File: config.mk
export PLATFORM = sky130hd
export DESIGN_NAME = multicycle_control
export DESIGN_NICKNAME = d
export VERILOG_FILES = /design/src/rtl/multicycle_control.sv
export SDC_FILE = /design/constraint.sdc
export NUM_CORES = 1
export LEC_CHECK = 0
export ABC_CLOCK_PERIOD_IN_PS = 3100
export BUFFER_PORTS_ARGS = -buffer_cell sky130_fd_sc_hd__buf_4
export CORE_UTILIZATION = 50
export CTS_BUF_LIST = sky130_fd_sc_hd__clkbuf_16
export CTS_CLUSTER_SIZE = 40
export DETAILED_ROUTE_END_ITERATION = 8
export PLACE_DENSITY = 0.85
export SYNTH_ARGS = -nofsm -noshare
export SYNTH_HDL_FRONTEND = slang
export SYNTH_SLANG_ARGS = --single-unit
File: constraint.sdc
create_clock -name clk -period 3.1 [get_ports clk]
set_input_delay 0.62 -clock clk [delete_from_list [all_inputs] [get_ports clk]]
set_output_delay 0.62 -clock clk [all_outputs]
set_load 0.03 [all_outputs]
File: src/rtl/multicycle_control.sv
// Multicycle RV32I sequencer: steps a shared ALU and a unified memory port
// through fetch/decode/execute/memory/writeback and drives the datapath
// selects and write enables for each state.
module multicycle_control #(
  parameter int unsigned RESET_STATE_FETCH = 1
) (
  input  logic       clk,
  input  logic       rst,
  input  logic [6:0] op,
  input  logic [2:0] funct3,
  input  logic       funct75,
  input  logic       Zero,
  input  logic       mem_ready,
  output logic       mem_req,
  output logic       AdrSrc,
  output logic       MemWrite,
  output logic       IRWrite,
  output logic       PCWrite,
  output logic       RegWrite,
  output logic [1:0] ResultSrc,
  output logic [1:0] ALUSrcA,
  output logic [1:0] ALUSrcB,
  output logic [3:0] ALUControl,
  output logic [2:0] ImmSrc,
  output logic [1:0] DataType,
  output logic       illegal,
  output logic       instr_retired
);

  localparam logic [6:0] OP_LW   = 7'b0000011;
  localparam logic [6:0] OP_SW   = 7'b0100011;
  localparam logic [6:0] OP_R    = 7'b0110011;
  localparam logic [6:0] OP_I    = 7'b0010011;
  localparam logic [6:0] OP_B    = 7'b1100011;
  localparam logic [6:0] OP_JAL  = 7'b1101111;
  localparam logic [6:0] OP_JALR = 7'b1100111;
  localparam logic [6:0] OP_LUI  = 7'b0110111;

  localparam logic [3:0] ALU_ADD  = 4'b0000;
  localparam logic [3:0] ALU_SUB  = 4'b0001;
  localparam logic [3:0] ALU_AND  = 4'b0010;
  localparam logic [3:0] ALU_OR   = 4'b0011;
  localparam logic [3:0] ALU_XOR  = 4'b0100;
  localparam logic [3:0] ALU_SLL  = 4'b0101;
  localparam logic [3:0] ALU_SRL  = 4'b0110;
  localparam logic [3:0] ALU_SRA  = 4'b0111;
  localparam logic [3:0] ALU_SLT  = 4'b1000;
  localparam logic [3:0] ALU_SLTU = 4'b1001;

  typedef enum logic [3:0] {
    FETCH, DECODE, MEMADR, MEMREAD, MEMWB, MEMWRITE, EXECR, EXECI,
    ALUWB, BRANCH, JAL, JALR, LINK, LUI, TRAP
  } state_t;

  // A misconfigured reset parameter parks the sequencer in TRAP instead of
  // silently running from an unintended state.
  localparam state_t RESET_STATE = (RESET_STATE_FETCH == 32'd1) ? FETCH : TRAP;

  state_t state;
  state_t next_state;

  // ALU operation from funct3/funct7[5]; sub only exists for R-type.
  function automatic logic [3:0] alu_decode(input logic [2:0] f3,
                                            input logic f75,
                                            input logic is_r);
    logic [3:0] ctl;
    case (f3)
      3'b000:  ctl = (is_r && f75) ? ALU_SUB : ALU_ADD;
      3'b001:  ctl = ALU_SLL;
      3'b010:  ctl = ALU_SLT;
      3'b011:  ctl = ALU_SLTU;
      3'b100:  ctl = ALU_XOR;
      3'b101:  ctl = f75 ? ALU_SRA : ALU_SRL;
      3'b110:  ctl = ALU_OR;
      default: ctl = ALU_AND;
    endcase
    return ctl;
  endfunction

  // State register and sticky illegal flag.
  always_ff @(posedge clk) begin
    if (rst) begin
      state   <= RESET_STATE;
      illegal <= 1'b0;
    end else begin
      state <= next_state;
      if (next_state == TRAP) illegal <= 1'b1;
    end
  end

  // Next-state selection.
  always_comb begin
    next_state = state;
    case (state)
      FETCH:    if (mem_ready) next_state = DECODE;
      DECODE: begin
        case (op)
          OP_LW, OP_SW: next_state = MEMADR;
          OP_R:         next_state = EXECR;
          OP_I:         next_state = EXECI;
          OP_B:         next_state = BRANCH;
          OP_JAL:       next_state = JAL;
          OP_JALR:      next_state = JALR;
          OP_LUI:       next_state = LUI;
          default:      next_state = TRAP;
        endcase
      end
      MEMADR:   next_state = (op == OP_SW) ? MEMWRITE : MEMREAD;
      MEMREAD:  if (mem_ready) next_state = MEMWB;
      MEMWB:    next_state = FETCH;
      MEMWRITE: if (mem_ready) next_state = FETCH;
      EXECR:    next_state = ALUWB;
      EXECI:    next_state = ALUWB;
      ALUWB:    next_state = FETCH;
      BRANCH:   next_state = FETCH;
      JAL:      next_state = ALUWB;
      JALR:     next_state = LINK;
      LINK:     next_state = ALUWB;
      LUI:      next_state = ALUWB;
      TRAP:     next_state = TRAP;
      default:  next_state = FETCH;
    endcase
  end

  // Per-state datapath controls; enables are squashed while rst is high so an
  // abandoned instruction cannot touch memory, PC or the register file.
  always_comb begin
    mem_req       = 1'b0;
    AdrSrc        = 1'b0;
    MemWrite      = 1'b0;
    IRWrite       = 1'b0;
    PCWrite       = 1'b0;
    RegWrite      = 1'b0;
    ResultSrc     = 2'b00;
    ALUSrcA       = 2'b00;
    ALUSrcB       = 2'b00;
    ALUControl    = ALU_ADD;
    ImmSrc        = 3'b000;
    DataType      = 2'b10;
    instr_retired = 1'b0;
    case (state)
      FETCH: begin
        mem_req   = 1'b1;
        ALUSrcB   = 2'b10;
        ResultSrc = 2'b10;
        IRWrite   = mem_ready;
        PCWrite   = mem_ready;
      end
      DECODE: begin
        ALUSrcA = 2'b01;
        ALUSrcB = 2'b01;
        ImmSrc  = 3'b010;
      end
      MEMADR: begin
        ALUSrcA  = 2'b10;
        ALUSrcB  = 2'b01;
        ImmSrc   = (op == OP_SW) ? 3'b001 : 3'b000;
        DataType = funct3[1:0];
      end
      MEMREAD: begin
        mem_req  = 1'b1;
        AdrSrc   = 1'b1;
        DataType = funct3[1:0];
      end
      MEMWB: begin
        ResultSrc     = 2'b01;
        RegWrite      = 1'b1;
        instr_retired = 1'b1;
      end
      MEMWRITE: begin
        mem_req       = 1'b1;
        MemWrite      = 1'b1;
        AdrSrc        = 1'b1;
        DataType      = funct3[1:0];
        instr_retired = mem_ready;
      end
      EXECR: begin
        ALUSrcA    = 2'b10;
        ALUControl = alu_decode(funct3, funct75, 1'b1);
      end
      EXECI: begin
        ALUSrcA    = 2'b10;
        ALUSrcB    = 2'b01;
        ALUControl = alu_decode(funct3, funct75, 1'b0);
      end
      ALUWB: begin
        RegWrite      = 1'b1;
        instr_retired = 1'b1;
      end
      BRANCH: begin
        ALUSrcA       = 2'b10;
        ALUControl    = ALU_SUB;
        PCWrite       = Zero ^ funct3[0];
        instr_retired = 1'b1;
      end
      JAL: begin
        ImmSrc  = 3'b011;
        PCWrite = 1'b1;
        ALUSrcA = 2'b01;
        ALUSrcB = 2'b10;
      end
      JALR: begin
        ALUSrcA   = 2'b10;
        ALUSrcB   = 2'b01;
        ResultSrc = 2'b10;
        PCWrite   = 1'b1;
      end
      LINK: begin
        ALUSrcA = 2'b01;
        ALUSrcB = 2'b10;
      end
      LUI: begin
        ALUSrcA = 2'b11;
        ALUSrcB = 2'b01;
        ImmSrc  = 3'b100;
      end
      default: ;
    endcase
    if (rst) begin
      mem_req       = 1'b0;
      MemWrite      = 1'b0;
      IRWrite       = 1'b0;
      PCWrite       = 1'b0;
      RegWrite      = 1'b0;
      instr_retired = 1'b0;
    end
  end

endmodule

# Word level (Yosys, flattened, before mapping)
# Index checks and enable logic that the tools add are counted.
[totals]
regBits = 5
inputBits = 15
output_inout_bits = 23
word_cells = 77
[op_classes]
n_eq_ne = 29
n_mux = 30
bitwise_logic = 1
n_reduce_logical = 15
[op_table]
columns = ["op", "n"]
rows = [
  ["$pmux 4 s7", 3],
  ["$eq 4x4->1 const B", 8],
  ["$pmux 4 s8", 1],
  ["$eq 7x6->1 const B", 3],
  ["$eq 7x7->1 const B", 3],
  ["$eq 4x3->1 const B", 4],
  ["$reduce_or 3->1", 5],
  ["$reduce_or 5->1", 3],
  ["$mux 1", 14],
  ["$mux 4", 3],
  ["$pmux 3 s4", 1],
  ["$pmux 4 s3", 1],
  ["$reduce_or 2->1", 5],
  ["$eq 3x3->1 const B", 3],
  ["$eq 4x2->1 const B", 2],
  ["$pmux 2 s2", 2],
  ["$eq 7x2->1 const B", 1],
  ["$eq 7x5->1 const B", 1],
  ["$eq 3x2->1 const B", 2],
  ["$pmux 2 s3", 1],
  ["$eq 4x1->1 const B", 1],
  ["$logic_not 4->1", 1],
  ["$eq 3x1->1 const B", 1],
  ["$logic_not 3->1", 1],
  ["5 further kinds", 5],
]

# Depth between registers and ports, before layout
# Gate-level depths: netlist of the first run.
[logic_depth]
depth_word = 5
mapped_depth = 7

# Least setup slack after synthesis of the first run
# No wires, ideal clock.
[synth_path]
path_type = "reg-to-output"
startpoint = "register state[2]"
endpoint = "output DataType[1]"
arrival_time_ns = 1.996
required_ns = 2.480
setup_slack_ns = 0.484
stages_incl_launch_ff = 6
path_buffers = 2
cell_sequence = "dfxtp_1 > buf_6 > buf_4 > xnor2_1 > nor3_1 > o21ai_0"
[synth_between]
elab_chain_len = 3
elab_cells_between_ends = 5
[synth_lines]
columns = ["item", "line", "text"]
rows = [
  ["start, declared", "59", "state_t state;"],
  ["start signal, assigned", "86", "state <= next_state;"],
  ["$eq 4x3->1 / $eq 4x2->1 (equally long branches)", "141", "case (state)"],
  ["$reduce_or 3->1 (no source line) *", "-", ""],
  ["$mux 2 *", "141", ""],
  ["end, declared", "25", "output logic [1:0] DataType,"],
]
# Every way passes the cells marked *; elsewhere a longest branch is shown, timed or not.

# Worst setup path after layout of the first run
[layout_path]
startpoint = "register state[2]"
endpoint = "output ALUSrcB[0]"
[layout_between]
elab_chain_len = 3
elab_cells_between_ends = 11
[layout_lines]
columns = ["item", "line", "text"]
rows = [
  ["$eq 4x3->1 (tied with other cells)", "141", ""],
  ["$reduce_or 5->1 (no source line) / $reduce_or 3->1 (equally long branches)", "-", ""],
  ["$pmux 2 s2 *", "141", ""],
  ["end, declared", "22", "output logic [1:0] ALUSrcB,"],
]
# Marks and branches as above.

==> run_results.csv, run 1 <==
group,metric,value,unit
timing,max_freq,394,MHz
route,vias,1022,
pwr,power_frac_seq,13.6,%
die,die_x,42.5,um
die,die_h,42.5,um
critical_path,cp-start-kind,"flip-flop",
die,io_pins,38,
critical_path,path_buf_inv,1,
placement,place_area,1060,um^2
pwr,ir_drop,0.524,mV
cts,cts_tree,"done",
placement,globalplace.congestion,0.842,
run_status,status,"completed",
cts,clock-root-buffer,"clkbuf_16",
synthesis,synth_top_area_share,12.2,%
synthesis,syn_nets,140,
pwr,power.density,1050,nW/um^2
timing,rsz0062_at_grt,"false",
pwr,p_clk_share,17.9,%
grt,grt_max_degree,21,
timing,hold_viol,0,
cts,cts_setup_buffers,0,
grt,grt_usage,26.8,%
synthesis,synth-seq-area-share,12.2,%
critical_path,critPathKind,"flip-flop to output port",
route,firstDrtPassIters,4,
layout,syn_to_final_growth,39.1,%
pwr,comb_power_share,68.5,%
critical_path,crit_family,"flip-flops",
critical_path,endpoint_kind,"output port",
die,dieArea,1800,um^2
timing,final.setup.tns,0,ns
layout,fillers,133,
synthesis,synth.largest_area_cell,"dfxtp_1",
critical_path,worstSetupPathDepth,5,
timing,relSlewSlack,50.6,%
layout,final_area,1140,um^2
critical_path,crit_path_max_incr_delay,0.79,ns
critical_path,r2r_cells,4,
synthesis,synth-edff-count,0,
min_path,hp-class,"flip-flop to flip-flop",
layout,fin_nets,173,
layout,drive_above_1_share,33.8,%
grt,grt_pass1_wl,3840,um
grt,grt_overflow_total,0,
route,totalWireLength,2320,um
route,drt-initial-drc-count,28,
synthesis,ys.flop_type,"dfxtp_1",
synthesis,synth-async-reset-ratio,0,%
cts,clock_path_buffers,2,
timing,timing.final.crit_share,81.9,%
route,via_per_inst,5.91,
synthesis,avgSynthCellArea,6.56,um^2
route,ant_nets,0,
synthesis,yosysWarnings,0,
cts,post_cts_resize_count,0,
layout,antenna_cells,0,
critical_path,path_cells,"nand2b_1, nand2_1, xnor2_1, a21o_1, buf_4",
timing,fin_crit,2.54,ns
timing,fin_skew,0.00114,ns
die,core,1520,um^2
synthesis,syn_inst,125,
pwr,internal_power,575,uW
grt,grt_pass1_vias,921,
critical_path,slowest_stage,"dfxtp_1",
die,start_util,53.8,%
timing,finalSetupViolations,0,
synthesis,synthesis.area,820,um^2
cts,cts-buffers-inserted,3,
cts,cts_hold_buffers,0,
cts,clkSlewWorstSetupHoldPaths,0.03,ns
route,routedWlPerCell,13.4,um
synthesis,ys_top_cells_by_area,"dfxtp_1 12%, a21oi_1 6.1%, nor3_1 6.1%",
cts,worstSkewPairLatency,0.23,ns
critical_path,cp_data_required_time,2.48,ns
placement,port_buffers,37,
run,cap_violations,0,
grt,antenna_found_initial,0,
placement,dp_hpwl,1740,um
pwr,p_sw,621,uW
synthesis,ys_seq_elements,5,
route,drc,0,
min_path,hold_depth,2,
critical_path,critPathArrivalTime,1.92,ns
pwr,swShare,51.9,%
critical_path,worstPathMaxFanout,19,
cts,clock-sinks,5,
timing,final_max_slew_viol_count,0,
cts,htreeDepth,1,
timing,tightest_slew,0.740,ns
pwr,p_leak,0.000504,uW
die,fp-row-count,14,
synthesis,synth.distinct_cells,43,
## worst paths after layout
kind / slack [ns] / from / endpoint
max reg2reg: 1.21 / state[2] / illegal
min: 0.47 / illegal / illegal
min reg2reg: 0.47 / illegal / illegal
max: 0.56 / state[2] / ALUSrcB[0]
## state kept, by name, indices dropped and copies added (netlist names)
signal   count
illegal      1
state        4
## synth_stat cells (2+ instances only)
cell type   n
a21oi_1    10
nand2b_1    5
o22ai_1     5
nand2_1    12
clkbuf_1    3
or3_1       2
nor3_1     10
xor2_1      3
nor3b_1     2
o21ai_0     7
nor2_1     13
inv_1       5
dfxtp_1     5
a311oi_1    2
mux2i_1     2
nand3_1     3
a31oi_1     3
buf_2       4
a211oi_1    2
buf_6       3
xnor2_1     2
## power by group through the flow
stage | logic (uW) | registers, uW | clock network (uW)
after floorplan | 663 | 96.6 | 0
after global placement | 795 | 158 | 0
after detailed placement | 809 | 161 | 0
after CTS | 812 | 161 | 216
after global routing | 870 | 170 | 219
final | 819 | 162 | 214
## final cells by class
| cell class | instances | area [um^2] | area share, % |
|---|---|---|---|
| clock buffers | 3 | 75.1 | 6.59 |
| clock inverters | 1 | 5.00 | 0.439 |
| inverters | 6 | 23.8 | 2.09 |
| multi-input cells | 103 | 623 | 54.7 |
| flip-flops and latches | 5 | 100 | 8.78 |
| well taps | 16 | 20.0 | 1.76 |
| repair buffers | 39 | 293 | 25.7 |
## cell families (layout without fill, tap and decap cells)
| logic type | Yosys count | after routing | synth area share, % |
|---|---|---|---|
| multiplexers | 3 | 3 | 3.82 |
| AO/OA/AOI/OAI | 34 | 34 | 26.4 |
| flip-flops | 5 | 5 | 12.2 |
| AND/OR/NAND/NOR | 61 | 61 | 40.5 |
| XOR/XNOR | 5 | 5 | 5.34 |
| buffers and inverters | 17 | 49 | 11.8 |
## cell usage in the layout (no fill, tap or decap), drive strengths merged, types with 5 or more instances in the layout
master / netlist / final
dfxtp: 5 / 5
nor3: 10 / 10
nand2: 13 / 13
nor2: 14 / 14
o21ai: 7 / 7
buf: 8 / 39
o22ai: 5 / 5
inv: 5 / 5
a21oi: 10 / 10
nand2b: 6 / 6
## layer usage
layer | global-route usage [%] | up-vias | share of wire, %
li1 | - | 511 | -
met1 | 30.2 | 448 | 39
met4 | 6.88 | 0 | 1.2
met5 | 0 | - | 0
met3 | 5.17 | 6 | 8.5
met2 | 50.5 | 57 | 51
## worst min-delay path, cell delays in order (launching register included)
cell and delay [ns]:
dfxtp_1 0.30, inv_1 0.06, o32ai_2 0.05
## through the flow
stage | std cells | power, uW | hold WS (ns) | setup slack [ns] | util, %
after floorplan | 125 | 760 | 0.600 | 0.484 | -
after global placement | 169 | 953 | 0.459 | 0.864 | 69.5
after detailed placement | 169 | 970 | 0.468 | 0.798 | 69.5
after CTS | 173 | 1190 | 0.474 | 0.567 | 74.8
after global routing | 173 | 1260 | 0.498 | 0.466 | 74.8
final | 173 | 1200 | 0.467 | 0.560 | 74.8
Note: power is estimated with default switching activity, not from simulation.
==> inputs of run 2 (changes only) <==
ABC_CLOCK_PERIOD_IN_PS = 2500   (was 3100)
CORE_UTILIZATION = 46   (was 50)
PLACE_DENSITY = 0.79   (was 0.85)
clock period = 2.5 ns   (was 3.1 ns; I/O delays follow)
==> run 2 against run 1 <==
The flow now finishes with violations (design-rule violations). Clock power rose by 20%. Cell count is 1.2% higher. Sequential share of layout area fell by 0.10 points. Clock skew up 0.0012 ns. Via count up 0.98%. Critical endpoint unchanged. Highest routed layer is now met3.
==> run_results.csv, run 2 (synthesized netlist as in run 1, its figures left out) <==
group,metric,value,unit
placement,globalplace.congestion,0.901,
pwr,ir_drop,0.809,mV
cts,post_cts_resize_count,0,
layout,fin_nets,175,
route,firstDrtPassIters,8,
layout,regMostFlops,"state",
pwr,power.density,1280,nW/um^2
layout,final_cell_mix,"41 x buf_4, 13 x nor2_1, 12 x nand2_1, 10 x nor3_1, 10 x a21oi_1",
grt,grt_usage,24.7,%
cts,cts_tree,"done",
grt,antenna_found_initial,0,
layout,largest_reg_flops,4,
timing,finalSetupViolations,0,
route,routedWlPerCell,13.1,um
route,ant_nets,0,
layout,final_core_util,73.2,%
timing,timing.final.crit_share,92.7,%
die,fp-row-count,14,
die,die_x,44.2,um
timing,fin_crit,2.32,ns
grt,grt_pass1_wl,3690,um
run,cap_violations,0,
critical_path,critPathArrivalTime,1.82,ns
route,totalWireLength,2290,um
timing,final.setup.tns,0,ns
timing,rsz0062_at_grt,"false",
timing,hold_viol,0,
layout,layout_commonest_cell,"buf_4",
timing,final_max_slew_viol_count,0,
timing,relSlewSlack,57.1,%
cts,clock-root-buffer,"clkbuf_16",
timing,max_freq,431,MHz
run_status,status,"finished with violations",
critical_path,cp-start-kind,"flip-flop",
placement,port_buffers,37,
layout,syn_to_final_growth,40.8,%
critical_path,cp_data_required_time,2.00,ns
route,drt-initial-drc-count,26,
timing,tightest_slew,0.642,ns
cts,clock_path_buffers,2,
grt,grt_max_degree,20,
critical_path,endpoint_kind,"output port",
cts,cts_setup_buffers,0,
critical_path,critPathKind,"flip-flop to output port",
die,dieArea,1950,um^2
cts,htreeDepth,1,
die,die_h,44.2,um
die,start_util,52.0,%
route,vias,1032,
min_path,hp-class,"flip-flop to flip-flop",
grt,grt_pass1_vias,915,
cts,clock-sinks,5,
placement,dp_hpwl,1780,um
layout,top_regs,"state x4, illegal x1",
cts,clkSlewWorstSetupHoldPaths,0.03,ns
cts,cts-buffers-inserted,3,
timing,fin_skew,0.00231,ns
cts,worstSkewPairLatency,0.22,ns
layout,drive_above_1_share,34.0,%
run_status,violations,"design-rule violations",
route,drc,1,
cts,cts_hold_buffers,0,
pwr,p_leak,0.000516,uW
critical_path,worstPathMaxFanout,19,
layout,antenna_cells,0,
grt,grt_overflow_total,0,
die,core,1580,um^2
route,via_per_inst,5.90,
die,io_pins,38,
==> run 2: cell types whose count changed in the layout (fill, tap and decap cells not counted), sizes merged <==
cell / before / now
buf: 39 / 41
inv: 5 / 6
clkinv: 2 / 1
==> run 2: layout make-up <==
cell class	instances	area [um^2]
Tap cell	16	20.0
Clock buffer	3	75.1
Timing Repair Buffer	41	308
Clock inverter	1	3.75
Fill cell	133	423
Multi-Input combinational cell	103	623
Sequential cell	5	100
Inverter	6	23.8
==> run 2: path summary, 6_finish.rpt <==
path | start | endpoint | slack, ns | cells past startpoint
setup / recovery | state[3] | ALUSrcB[0] | 0.18 | 5
hold / removal | illegal | illegal | 0.47 | 2
setup reg to reg | state[2] | illegal | 0.68 | 6
hold reg to reg | illegal | illegal | 0.47 | 2
==> run 2: power breakdown <==
part	switching, uW	leakage [uW]	internal (uW)
Sequential	94.0	0.0000408	106
Clock	49.7	0.0000423	207
Combinational	612	0.000433	410
==> run 2: per-layer routing <==
metal / track usage, % / wire, um / up-vias
met5: 0 / 0 / -
met4: 8.48 / 0 / 0
met3: 5.71 / 150 / 0
met2: 44.1 / 1220 / 41
met1: 28.7 / 919 / 477
li1: - / - / 514
==> run 2: through the flow <==
step	hold slack [ns]	std cells	area [um^2]	power, uW	setup WS, ns
after floorplan	0.600	125	820	942	0.00377
after global placement	0.458	171	1070	1210	0.455
after detailed placement	0.468	171	1070	1220	0.440
after CTS	0.473	175	1150	1480	0.202
after global routing	0.487	175	1150	1570	0.0500
final	0.465	175	1150	1480	0.181
==> run 2: critical path, cell delays in order, from the launching register on <==
cell and delay [ns]:
dfxtp_1 0.72, nand2b_1 0.26, nand2_1 0.20, xnor2_1 0.08
a21o_1 0.17, buf_4 0.16
==> inputs of run 3 (changes only) <==
ABC_CLOCK_PERIOD_IN_PS = 2670   (was 2500)
CORE_UTILIZATION = 50   (was 46)
GPL_ROUTABILITY_DRIVEN = 1   (was unset)
PLACE_DENSITY = 0.85   (was 0.79)
clock period = 2.67 ns   (was 2.5 ns; I/O delays follow)
==> run 3 against run 2 <==
The run now ends clean. Via count increased by 0.68%. Core utilization increased by 2.0 points. Hold slack improved by 0.010 ns. Clock skew increased by 0.0018 ns. Power decreased by 6.5%. Sequential power decreased by 9%. Die area decreased by 7.7%. Register-to-register slack about the same.
==> run_results.csv, run 3 (synthesized netlist as in run 1, its figures left out) <==
group,metric,value,unit
die,io_pins,38,
cts,clock_path_buffers,2,
grt,grt_pass1_vias,914,
timing,fin_crit,2.46,ns
critical_path,reg2reg_slack,0.67,ns
cts,cts_tree,"done",
pwr,p_clk_share,17.6,%
route,firstDrtPassIters,4,
placement,globalplace.congestion,0.894,
grt,grt_usage,28.1,%
grt,grt_overflow_total,0,
route,totalWireLength,2330,um
cts,cts_hold_buffers,0,
route,vias,1039,
route,ant_nets,0,
placement,place_area,1070,um^2
die,die_x,42.5,um
pwr,power_frac_seq,13.2,%
critical_path,endpoint_kind,"output port",
grt,grt_max_degree,22,
placement,port_buffers,37,
timing,tightest_slew,0.707,ns
critical_path,cp-start-kind,"flip-flop",
die,start_util,53.8,%
layout,final_cell_mix,"40 x buf_4, 13 x nor2_1, 12 x nand2_1, 10 x nor3_1, 10 x a21oi_1",
pwr,p_sw,712,uW
pwr,comb_power_share,69.1,%
timing,hold_viol,0,
die,fp-row-count,14,
timing,fin_skew,0.00412,ns
placement,dpl.cell_count,170,
critical_path,cp_data_required_time,2.14,ns
pwr,p_leak,0.000511,uW
run_status,status,"completed",
pwr,swShare,51.5,%
timing,relSlewSlack,52.8,%
timing,timing.final.crit_share,92.3,%
pwr,internal_power,671,uW
layout,antenna_cells,0,
cts,cts_setup_buffers,0,
layout,drive_above_1_share,33.5,%
route,routedWlPerCell,13.4,um
layout,fin_nets,174,
timing,finalSetupViolations,0,
run,cap_violations,0,
timing,final.setup.tns,0,ns
die,core,1520,um^2
pwr,ir_drop,0.729,mV
cts,post_cts_resize_count,0,
cts,worstSkewPairLatency,0.23,ns
timing,final_max_slew_viol_count,0,
timing,whs,0.476,ns
die,die_h,42.5,um
layout,fin_cells,174,
layout,top_regs,"state x4, illegal x1",
pwr,power.density,1210,nW/um^2
layout,multi_input_area,623,um^2
cts,clock-root-buffer,"clkbuf_16",
layout,final_area,1150,um^2
die,dieArea,1800,um^2
layout,layout_commonest_cell,"buf_4",
cts,clkSlewWorstSetupHoldPaths,0.03,ns
route,drc,0,
cts,htreeDepth,1,
grt,grt_pass1_wl,3930,um
route,drt-initial-drc-count,30,
critical_path,critPathArrivalTime,1.93,ns
layout,regMostFlops,"state",
cts,cts-buffers-inserted,3,
grt,antenna_found_initial,0,
critical_path,worstPathMaxFanout,21,
timing,max_freq,406,MHz
timing,rsz0062_at_grt,"false",
cts,clock-sinks,5,
layout,syn_to_final_growth,39.8,%
layout,largest_reg_flops,4,
placement,dp_hpwl,1730,um
layout,fillers,131,
layout,seq_area,100,um^2
min_path,hp-class,"flip-flop to flip-flop",
route,via_per_inst,5.97,
critical_path,critPathKind,"flip-flop to output port",
[run 3: final timing paths]
kind / endpoint / cells after the start / from
setup / recovery: DataType[1] / 4 / state[1]
hold / removal: illegal / 2 / illegal
setup reg to reg: illegal / 6 / state[1]
hold reg to reg: illegal / 2 / illegal
[run 3: per-stage QoR]
| step | worst slack [ns] | utilization, % | total power, uW |
|---|---|---|---|
| floorplan | 0.140 | - | 882 |
| global placement | 0.538 | 70.0 | 1120 |
| detailed placement | 0.475 | 70.0 | 1130 |
| CTS | 0.234 | 75.2 | 1380 |
| global route | 0.00230 | 75.2 | 1460 |
| finish | 0.207 | 75.2 | 1380 |
[run 3: area by class of cell]
class	instances	area share [%]
clock buffers	3	6.55
clock inverters	1	0.328
inverters	6	2.07
multi-input cells	103	54.4
flip-flops and latches	5	8.73
well taps	16	1.75
repair buffers	40	26.2
[run 3: routing by layer]
| metal | up-vias | routed length [um] | GRT usage (%) | share of wire (%) |
|---|---|---|---|---|
| met2 | 50 | 1170 | 48.3 | 50 |
| li1 | 515 | - | - | - |
| met1 | 470 | 943 | 34.1 | 41 |
| met4 | 0 | 29 | 10.6 | 1.2 |
| met5 | - | 0 | 0 | 0 |
| met3 | 4 | 180 | 5.60 | 7.7 |
[run 3: power groups by stage]
stage                     combinational, uW  clock, uW  sequential [uW]
after floorplan                         770          0              112
after global placement                  936          0              179
after detailed placement                948          0              182
after CTS                               955        246              181
after global routing                   1020        251              193
final                                   957        244              183
[run 3: critical path, stage by stage (launching register included)]
cell	delay, ns
dfxtp_1	0.77
nand2_2	0.16
nor3_1	0.41
o21ai_0	0.17
buf_4	0.19
